===== src/rtl/riscv_exc_ctrl_unit_pkg.sv =====
// Trap cause codes, arbitration FSM states and the sync-exception priority
// function shared by the exception control unit.
package riscv_exc_ctrl_unit_pkg;

    localparam logic [5:0] EXC_CAUSE_ILLEGAL     = 6'h02;
    localparam logic [5:0] EXC_CAUSE_BREAKPOINT  = 6'h03;
    localparam logic [5:0] EXC_CAUSE_ECALL       = 6'h0B;
    localparam logic [5:0] EXC_CAUSE_LOAD_FAULT  = 6'h05;
    localparam logic [5:0] EXC_CAUSE_STORE_FAULT = 6'h07;
    localparam logic [5:0] EXC_CAUSE_TAG_VIOL    = 6'h1A;
    localparam logic [5:0] EXC_CAUSE_IRQ_FLAG    = 6'h20;

    typedef enum logic [1:0] {
        EXC_IDLE,
        EXC_REQ,
        EXC_COMMIT,
        EXC_WAIT
    } exc_fsm_e;

    // Field order matches arbitration priority, highest first.
    typedef struct packed {
        logic tag;
        logic illegal;
        logic ebrk;
        logic ecall;
        logic load_err;
        logic store_err;
    } sync_src_t;

    function automatic logic [5:0] sync_cause(input sync_src_t src);
        logic [5:0] cause;
        cause = EXC_CAUSE_STORE_FAULT;
        if (src.tag)           cause = EXC_CAUSE_TAG_VIOL;
        else if (src.illegal)  cause = EXC_CAUSE_ILLEGAL;
        else if (src.ebrk)     cause = EXC_CAUSE_BREAKPOINT;
        else if (src.ecall)    cause = EXC_CAUSE_ECALL;
        else if (src.load_err) cause = EXC_CAUSE_LOAD_FAULT;
        return cause;
    endfunction

    function automatic logic [5:0] irq_cause(input logic [4:0] id);
        return EXC_CAUSE_IRQ_FLAG | {1'b0, id};
    endfunction

endpackage


===== src/rtl/riscv_irq_prio_enc.sv =====
// Highest-index-wins priority encoder over the registered interrupt lines.
module riscv_irq_prio_enc #(
    parameter int unsigned N_IRQ = 32,
    parameter int unsigned ID_W  = (N_IRQ > 1) ? $clog2(N_IRQ) : 1
) (
    input  logic [N_IRQ-1:0] irq_i,
    output logic             valid_o,
    output logic [ID_W-1:0]  id_o
);

    always_comb begin
        valid_o = |irq_i;
        id_o    = '0;
        // Ascending scan: the last set bit seen is the highest index.
        for (int unsigned i = 0; i < N_IRQ; i++) begin
            if (irq_i[i]) id_o = ID_W'(i);
        end
    end

endmodule


===== src/rtl/riscv_exc_ctrl_unit.sv =====
// Exception/interrupt arbitration between ID-stage sources and the controller.
// Optional DIFT tag-violation trap source enabled by defining DIFT_TAG_TRAP_EN.
module riscv_exc_ctrl_unit
    import riscv_exc_ctrl_unit_pkg::*;
#(
    parameter int unsigned N_IRQ    = 32,
    parameter int unsigned IRQ_ID_W = (N_IRQ > 1) ? $clog2(N_IRQ) : 1
) (
    input  logic                clk,
    input  logic                rst_n,
    input  logic [N_IRQ-1:0]    irq_i,
    input  logic [N_IRQ-1:0]    irq_mask_i,
    input  logic                irq_enable_i,
    input  logic                illegal_insn_i,
    input  logic                ebrk_insn_i,
    input  logic                ecall_insn_i,
    input  logic                lsu_load_err_i,
    input  logic                lsu_store_err_i,
`ifdef DIFT_TAG_TRAP_EN
    input  logic                tag_violation_i,
`endif
    output logic                req_o,
    input  logic                ack_i,
    output logic                is_irq_o,
    output logic [IRQ_ID_W-1:0] irq_id_o,
    output logic [5:0]          cause_o,
    output logic                save_cause_o
);

    exc_fsm_e              state_q, state_d;
    logic [5:0]            cause_q, cause_d;
    logic                  is_irq_q, is_irq_d;
    logic [IRQ_ID_W-1:0]   irq_id_q, irq_id_d;
    logic [N_IRQ-1:0]      irq_q;

    logic                  irq_valid;
    logic [IRQ_ID_W-1:0]   irq_id;
    logic                  irq_cand;
    logic                  latched_irq_live;
    sync_src_t             sync_src;
    logic                  sync_valid;
    logic [5:0]            sync_code;
    logic                  tag_upgrade;

    // NOTE: sequential state uses non-blocking assignments so every register
    // samples the pre-edge value of its neighbours.
    always_ff @(posedge clk or negedge rst_n) begin
        if (!rst_n) irq_q <= '0;
        else        irq_q <= irq_i & irq_mask_i;
    end

    riscv_irq_prio_enc #(
        .N_IRQ (N_IRQ),
        .ID_W  (IRQ_ID_W)
    ) u_irq_prio_enc (
        .irq_i   (irq_q),
        .valid_o (irq_valid),
        .id_o    (irq_id)
    );

`ifdef DIFT_TAG_TRAP_EN
    assign sync_src.tag = tag_violation_i;
`else
    assign sync_src.tag = 1'b0;
`endif
    assign sync_src.illegal   = illegal_insn_i;
    assign sync_src.ebrk      = ebrk_insn_i;
    assign sync_src.ecall     = ecall_insn_i;
    assign sync_src.load_err  = lsu_load_err_i;
    assign sync_src.store_err = lsu_store_err_i;

    assign sync_valid = |sync_src;
    assign sync_code  = sync_cause(sync_src);
    assign irq_cand   = irq_valid & irq_enable_i;

    // The latched interrupt stays valid only while its own registered line is high.
    assign latched_irq_live = |(irq_q & (N_IRQ'(1) << irq_id_q));

    // A tag violation may displace any other latched sync cause.
    assign tag_upgrade = sync_src.tag && !is_irq_q && (cause_q != EXC_CAUSE_TAG_VIOL);

    // NOTE: every always_comb output gets a default first so no latch is inferred.
    always_comb begin
        state_d  = state_q;
        cause_d  = cause_q;
        is_irq_d = is_irq_q;
        irq_id_d = irq_id_q;

        unique case (state_q)
            EXC_IDLE: begin
                if (sync_valid) begin
                    cause_d  = sync_code;
                    is_irq_d = 1'b0;
                    state_d  = EXC_REQ;
                end else if (irq_cand) begin
                    cause_d  = irq_cause(5'(irq_id));
                    is_irq_d = 1'b1;
                    irq_id_d = irq_id;
                    state_d  = EXC_REQ;
                end
            end
            EXC_REQ: begin
                if (ack_i) begin
                    state_d = EXC_COMMIT;
                end else if (is_irq_q && sync_valid) begin
                    // The displaced interrupt is level-sensitive and re-arbitrates later.
                    cause_d  = sync_code;
                    is_irq_d = 1'b0;
                end else if (is_irq_q && (!irq_enable_i || !latched_irq_live)) begin
                    state_d = EXC_IDLE;
                end else if (tag_upgrade) begin
                    cause_d = EXC_CAUSE_TAG_VIOL;
                end
            end
            EXC_COMMIT: state_d = EXC_WAIT;
            EXC_WAIT:   state_d = EXC_IDLE;
            default:    state_d = EXC_IDLE;
        endcase
    end

    always_ff @(posedge clk or negedge rst_n) begin
        if (!rst_n) begin
            state_q  <= EXC_IDLE;
            cause_q  <= '0;
            is_irq_q <= 1'b0;
            irq_id_q <= '0;
        end else begin
            state_q  <= state_d;
            cause_q  <= cause_d;
            is_irq_q <= is_irq_d;
            irq_id_q <= irq_id_d;
        end
    end

    // Decoded straight from the state register so reset clears them immediately.
    assign req_o        = (state_q == EXC_REQ);
    assign save_cause_o = (state_q == EXC_COMMIT);
    assign cause_o      = cause_q;
    assign is_irq_o     = is_irq_q;
    assign irq_id_o     = irq_id_q;

endmodule


===== config.mk =====
export PLATFORM = sky130hd
export DESIGN_NAME = riscv_exc_ctrl_unit
export DESIGN_NICKNAME = d
export VERILOG_FILES = /design/src/rtl/riscv_exc_ctrl_unit_pkg.sv /design/src/rtl/riscv_irq_prio_enc.sv /design/src/rtl/riscv_exc_ctrl_unit.sv
export SDC_FILE = /design/constraint.sdc
export NUM_CORES = 1
export LEC_CHECK = 0
export ABC_AREA = 0
export ABC_CLOCK_PERIOD_IN_PS = 2100
export CAP_MARGIN = 15
export CORE_MARGIN = 5
export CORE_UTILIZATION = 42
export CTS_BUF_LIST = sky130_fd_sc_hd__clkbuf_2 sky130_fd_sc_hd__clkbuf_4 sky130_fd_sc_hd__clkbuf_8
export CTS_CLUSTER_DIAMETER = 80
export CTS_CLUSTER_SIZE = 20
export DETAILED_ROUTE_END_ITERATION = 7
export PLACE_DENSITY = 0.83
export SLEW_MARGIN = 20
export SYNTH_ARGS = -nofsm -noshare
export SYNTH_HDL_FRONTEND = slang
export SYNTH_SLANG_ARGS = --single-unit
export TNS_END_PERCENT = 30

===== constraint.sdc =====
create_clock -name clk -period 2.1 [get_ports clk]
set_input_delay 0.315 -clock clk [delete_from_list [all_inputs] [get_ports clk]]
set_output_delay 0.315 -clock clk [all_outputs]
set_load 0.02 [all_outputs]

==> results.py <==
metrics = {
    "timing": {
        "setup_violations": 0,
        "slew_viol_final": 0,
        "fmax_ghz": 0.4832,
        "hold_viol_final": 0,
        "fin_skew_ps": 10.57,
        "fin_ws_ps": 30.52,
        "hold_slack_ps": 91.77,
        "fin_crit_ps": 2069,
        "rsz0062_at_grt": "true",
        "worst_slew_pin_slew_ps": 794.8,
        "period_share_pct": 98.55,
        "relSlewSlack_pct": 47.01,
    },
    "placement": {
        "dp.final_hpwl_um": 5403,
        "pre_cts_slack_ps": -342.2,
        "gp_congestion": 0.8260,
        "io_buffers": 86,
    },
    "floorplan": {
        "die_w_um": 85.06,
        "core_area_mm2": 0.005507,
        "ioPinCount": 87,
        "die_area_mm2": 0.007234,
        "rows": 27,
        "initial_core_util_pct": 42.97,
        "die_y_um": 85.06,
    },
    "power": {
        "p_seq_share_pct": 39.9,
        "p_int_mw": 1.904,
        "sw_frac_of_total_pct": 36.20,
        "p_comb_share_pct": 41.8,
        "leakage_nw": 1.643,
        "powerDensity_mw_per_mm2": 778.2,
        "max-vdd-ir-drop_mv": 0.5218,
        "pwr-share-clk_pct": 18.2,
        "p_switching_mw": 1.080,
    },
    "logic_synthesis": {
        "synth_seq_cells": 45,
        "synth_area_mm2": 0.002366,
        "yosys_warnings": 0,
        "synth-async-reset-ratio_pct": 100.0,
        "syn_inst": 235,
        "synth_fp_nets": 308,
        "synth_edf_count": 0,
        "synth_compound_area_share_pct": 17.13,
        "yosysUniqueCellTypes": 58,
        "synth_flop_cell": "dfrtp_1",
        "synth-xor-area-share_pct": 0,
        "synth_top_family_by_area": "simple AND/OR/NAND/NOR gates",
        "synthSimpleGateAreaFrac_pct": 27.76,
        "ys_seq_area_share_pct": 47.59,
        "synth.avg_cell_area_um2": 10.07,
        "synthAdderAreaFrac_pct": 0,
        "synth_mux_area_share_pct": 3.596,
    },
    "cts": {
        "cts_made_buffers": 5,
        "cts_tree": "built",
        "cts_hold_buf": 0,
        "clk_pin_slew_ps": 90,
        "cts_num_sinks": 45,
        "root_buffer": "clkbuf_8",
        "htreeDepth": 2,
        "clockBufferDepth": 2,
        "clock_latency_ps": 300,
    },
    "detailed_routing": {
        "viasPerCell": 5.283,
        "ant_nets": 0,
        "dr.pass1.iters": 4,
        "drtIter0Drc": 108,
        "vias": 2314,
        "avgRoutedWirePerCell_um": 15.64,
        "drc": 0,
        "wirelength_um": 6850,
    },
    "setup_path": {
        "crit_top_cell": "nor4_4",
        "reg2reg_depth": 6,
        "crit_end": "cause_o[4]",
        "worstPathArrival_ps": 2260,
        "crit_buf_inv": 1,
        "rr_startpoint": "irq_q[31]",
        "critical_path.slowest_cell": "o41ai_4",
        "critPathMaxFanout": 4,
        "crit_type": "reg2reg",
        "cp_cell_sequence": "nor4_4 -> nand4_2 -> o41ai_4 -> nor4_4 -> clkdlybuf4s15_2 -> a22o_1",
        "end_kind": "flop",
        "r2r_slack_ps": 30,
        "critical_path.top_delay_family": "simple AND/OR/NAND/NOR gates",
        "crit_start": "irq_q[31]",
        "start_kind": "flop",
        "r2r-end": "cause_o[4]",
        "cp.depth": 6,
        "crit_required_ps": 2290,
        "critPathMaxStageDelay_ps": 450,
    },
    "global_routing": {
        "grt_pass1_vias": 2375,
        "grt_max_degree": 36,
        "antenna_found_initial": 0,
        "grt_pass1_wl_um": 11030,
        "grt.overflow.total": 0,
        "grt_usage_pct": 18.95,
    },
    "run_status": {
        "status": "complete, no violations",
    },
    "flow_run": {
        "maxCapViolCount": 0,
    },
    "final_layout": {
        "fin_nets": 438,
        "drive_gt1_share_pct": 23.77,
        "diodes": 0,
        "area_growth_pct": 62.08,
    },
    "min_path": {
        "hold_class": "in2async",
    },
}
-- cell usage in the layout (no fill, tap or decap), drive strengths merged, types with 2 or more instances in the layout --
master         instances
o21bai                 2
o21ai                  7
mux2i                  4
a21oi                  8
clkbuf                 5
clkdlybuf4s50         85
nand2                 12
o31ai                  6
a41oi                  2
nor2b                  5
a221oi                 2
nor2                  22
and2                  32
mux2                   2
nor3                   4
dfrtp                 45
nand3                  5
a22o                   2
or4                    2
a21o                   2
or3                    4
nor4                  12
o211ai                 2
nand4                  3
o41ai                  3
a31oi                  5
buf                   48
a41o                   2
inv                   10
-- area by class of cell --
class / count / area [um^2]
fillers: 425 / 1672
multi-input cells: 170 / 1254
repair buffers: 134 / 1236
flip-flops and latches: 45 / 1131
well taps: 72 / 90.09
clock buffers: 5 / 68.82
inverters: 9 / 33.78
clock inverters: 3 / 21.27
-- cells by family after synthesis --
| logic type | count (synthesis) |
|---|---|
| and+or+nand+nor | 110 |
| AOI/OAI and AO/OA | 53 |
| DFF | 45 |
| buffers and inverters | 20 |
| muxes | 7 |
-- flip-flops by register name, summed over array words and instances (netlist names), named ones only --
name	flops
irq_q	32
is_irq_o	1
state_q	1
cause_o	5
irq_id_o	5
-- power by group through the flow --
stage                     Clock, mW  Sequential (mW)  Combinational [mW]
after CTS                     0.557             1.16                1.19
final                         0.545             1.19                1.25
after detailed placement          0             1.17                1.18
after global placement            0             1.17                1.16
after global routing          0.594             1.21                1.35
after floorplan                   0             1.19               0.553
-- routing by layer --
layer / vias up / share of wire (%) / routed length [um] / global-route usage (%)
met5: - / 0 / 0 / 0
met4: 0 / 1.7 / 119 / 4.892
met3: 13 / 7.8 / 533 / 5.243
met2: 95 / 50 / 3393 / 31.71
met1: 1083 / 41 / 2804 / 24.16
li1: 1123 / - / - / -
-- cell usage after synthesis (all sizes together), types with 2 or more instances --
master | instances | area [um^2]
nand4 | 3 | 25.02
nand3 | 5 | 25.02
a41o | 2 | 20.02
mux2i | 4 | 40.04
o31ai | 6 | 45.04
o21ai | 7 | 35.03
mux2 | 2 | 22.52
a31oi | 5 | 31.28
o21bai | 2 | 15.01
nor2 | 22 | 85.09
o41ai | 3 | 45.05
nor2b | 5 | 31.28
dfrtp | 45 | 1126
buf | 8 | 47.54
a21o | 2 | 15.01
or4 | 2 | 15.01
nor3 | 4 | 20.02
o211ai | 2 | 15.01
or3 | 4 | 30.03
and2 | 32 | 200.2
clkbuf | 3 | 11.26
a21oi | 8 | 40.04
a221oi | 2 | 17.52
nand2 | 12 | 45.04
a41oi | 2 | 17.52
a22o | 2 | 17.52
inv | 9 | 33.78
nor4 | 12 | 108.9
-- stage by stage --
step | util (%) | cell area, um^2 | setup TNS (ps) | power [mW] | cells
after floorplan | - | 2366 | 0 | 1.741 | 235
after global placement | 65.30 | 3596 | -2034 | 2.327 | 426
after detailed placement | 65.30 | 3596 | -3142 | 2.354 | 426
after CTS | 67.23 | 3702 | 0 | 2.907 | 434
after global routing | 69.64 | 3835 | -308.9 | 3.152 | 438
final | 69.64 | 3835 | 0 | 2.984 | 438
-- how the worst min path moves through the flow --
stage	startpoint	endpoint	slack, ps	cells after the start
after floorplan	rst_n	async pin	20	0
after global placement	rst_n	irq_q[1]	420	1
after detailed placement	rst_n	state_q[0]	440	1
after CTS	rst_n	irq_q[2]	100	1
after global routing	rst_n	irq_q[7]	150	1
final	rst_n	irq_q[2]	90	1
-- repair_timing --
item / CTS / global route
endpoints found under the setup margin: 8 / 13
buffers inserted: 0 / 3
gates resized for setup: 3 / 21
cloned: 0 / 1
pin swaps: 1 / 6
No activity file was read; power rests on OpenSTA's default activity.
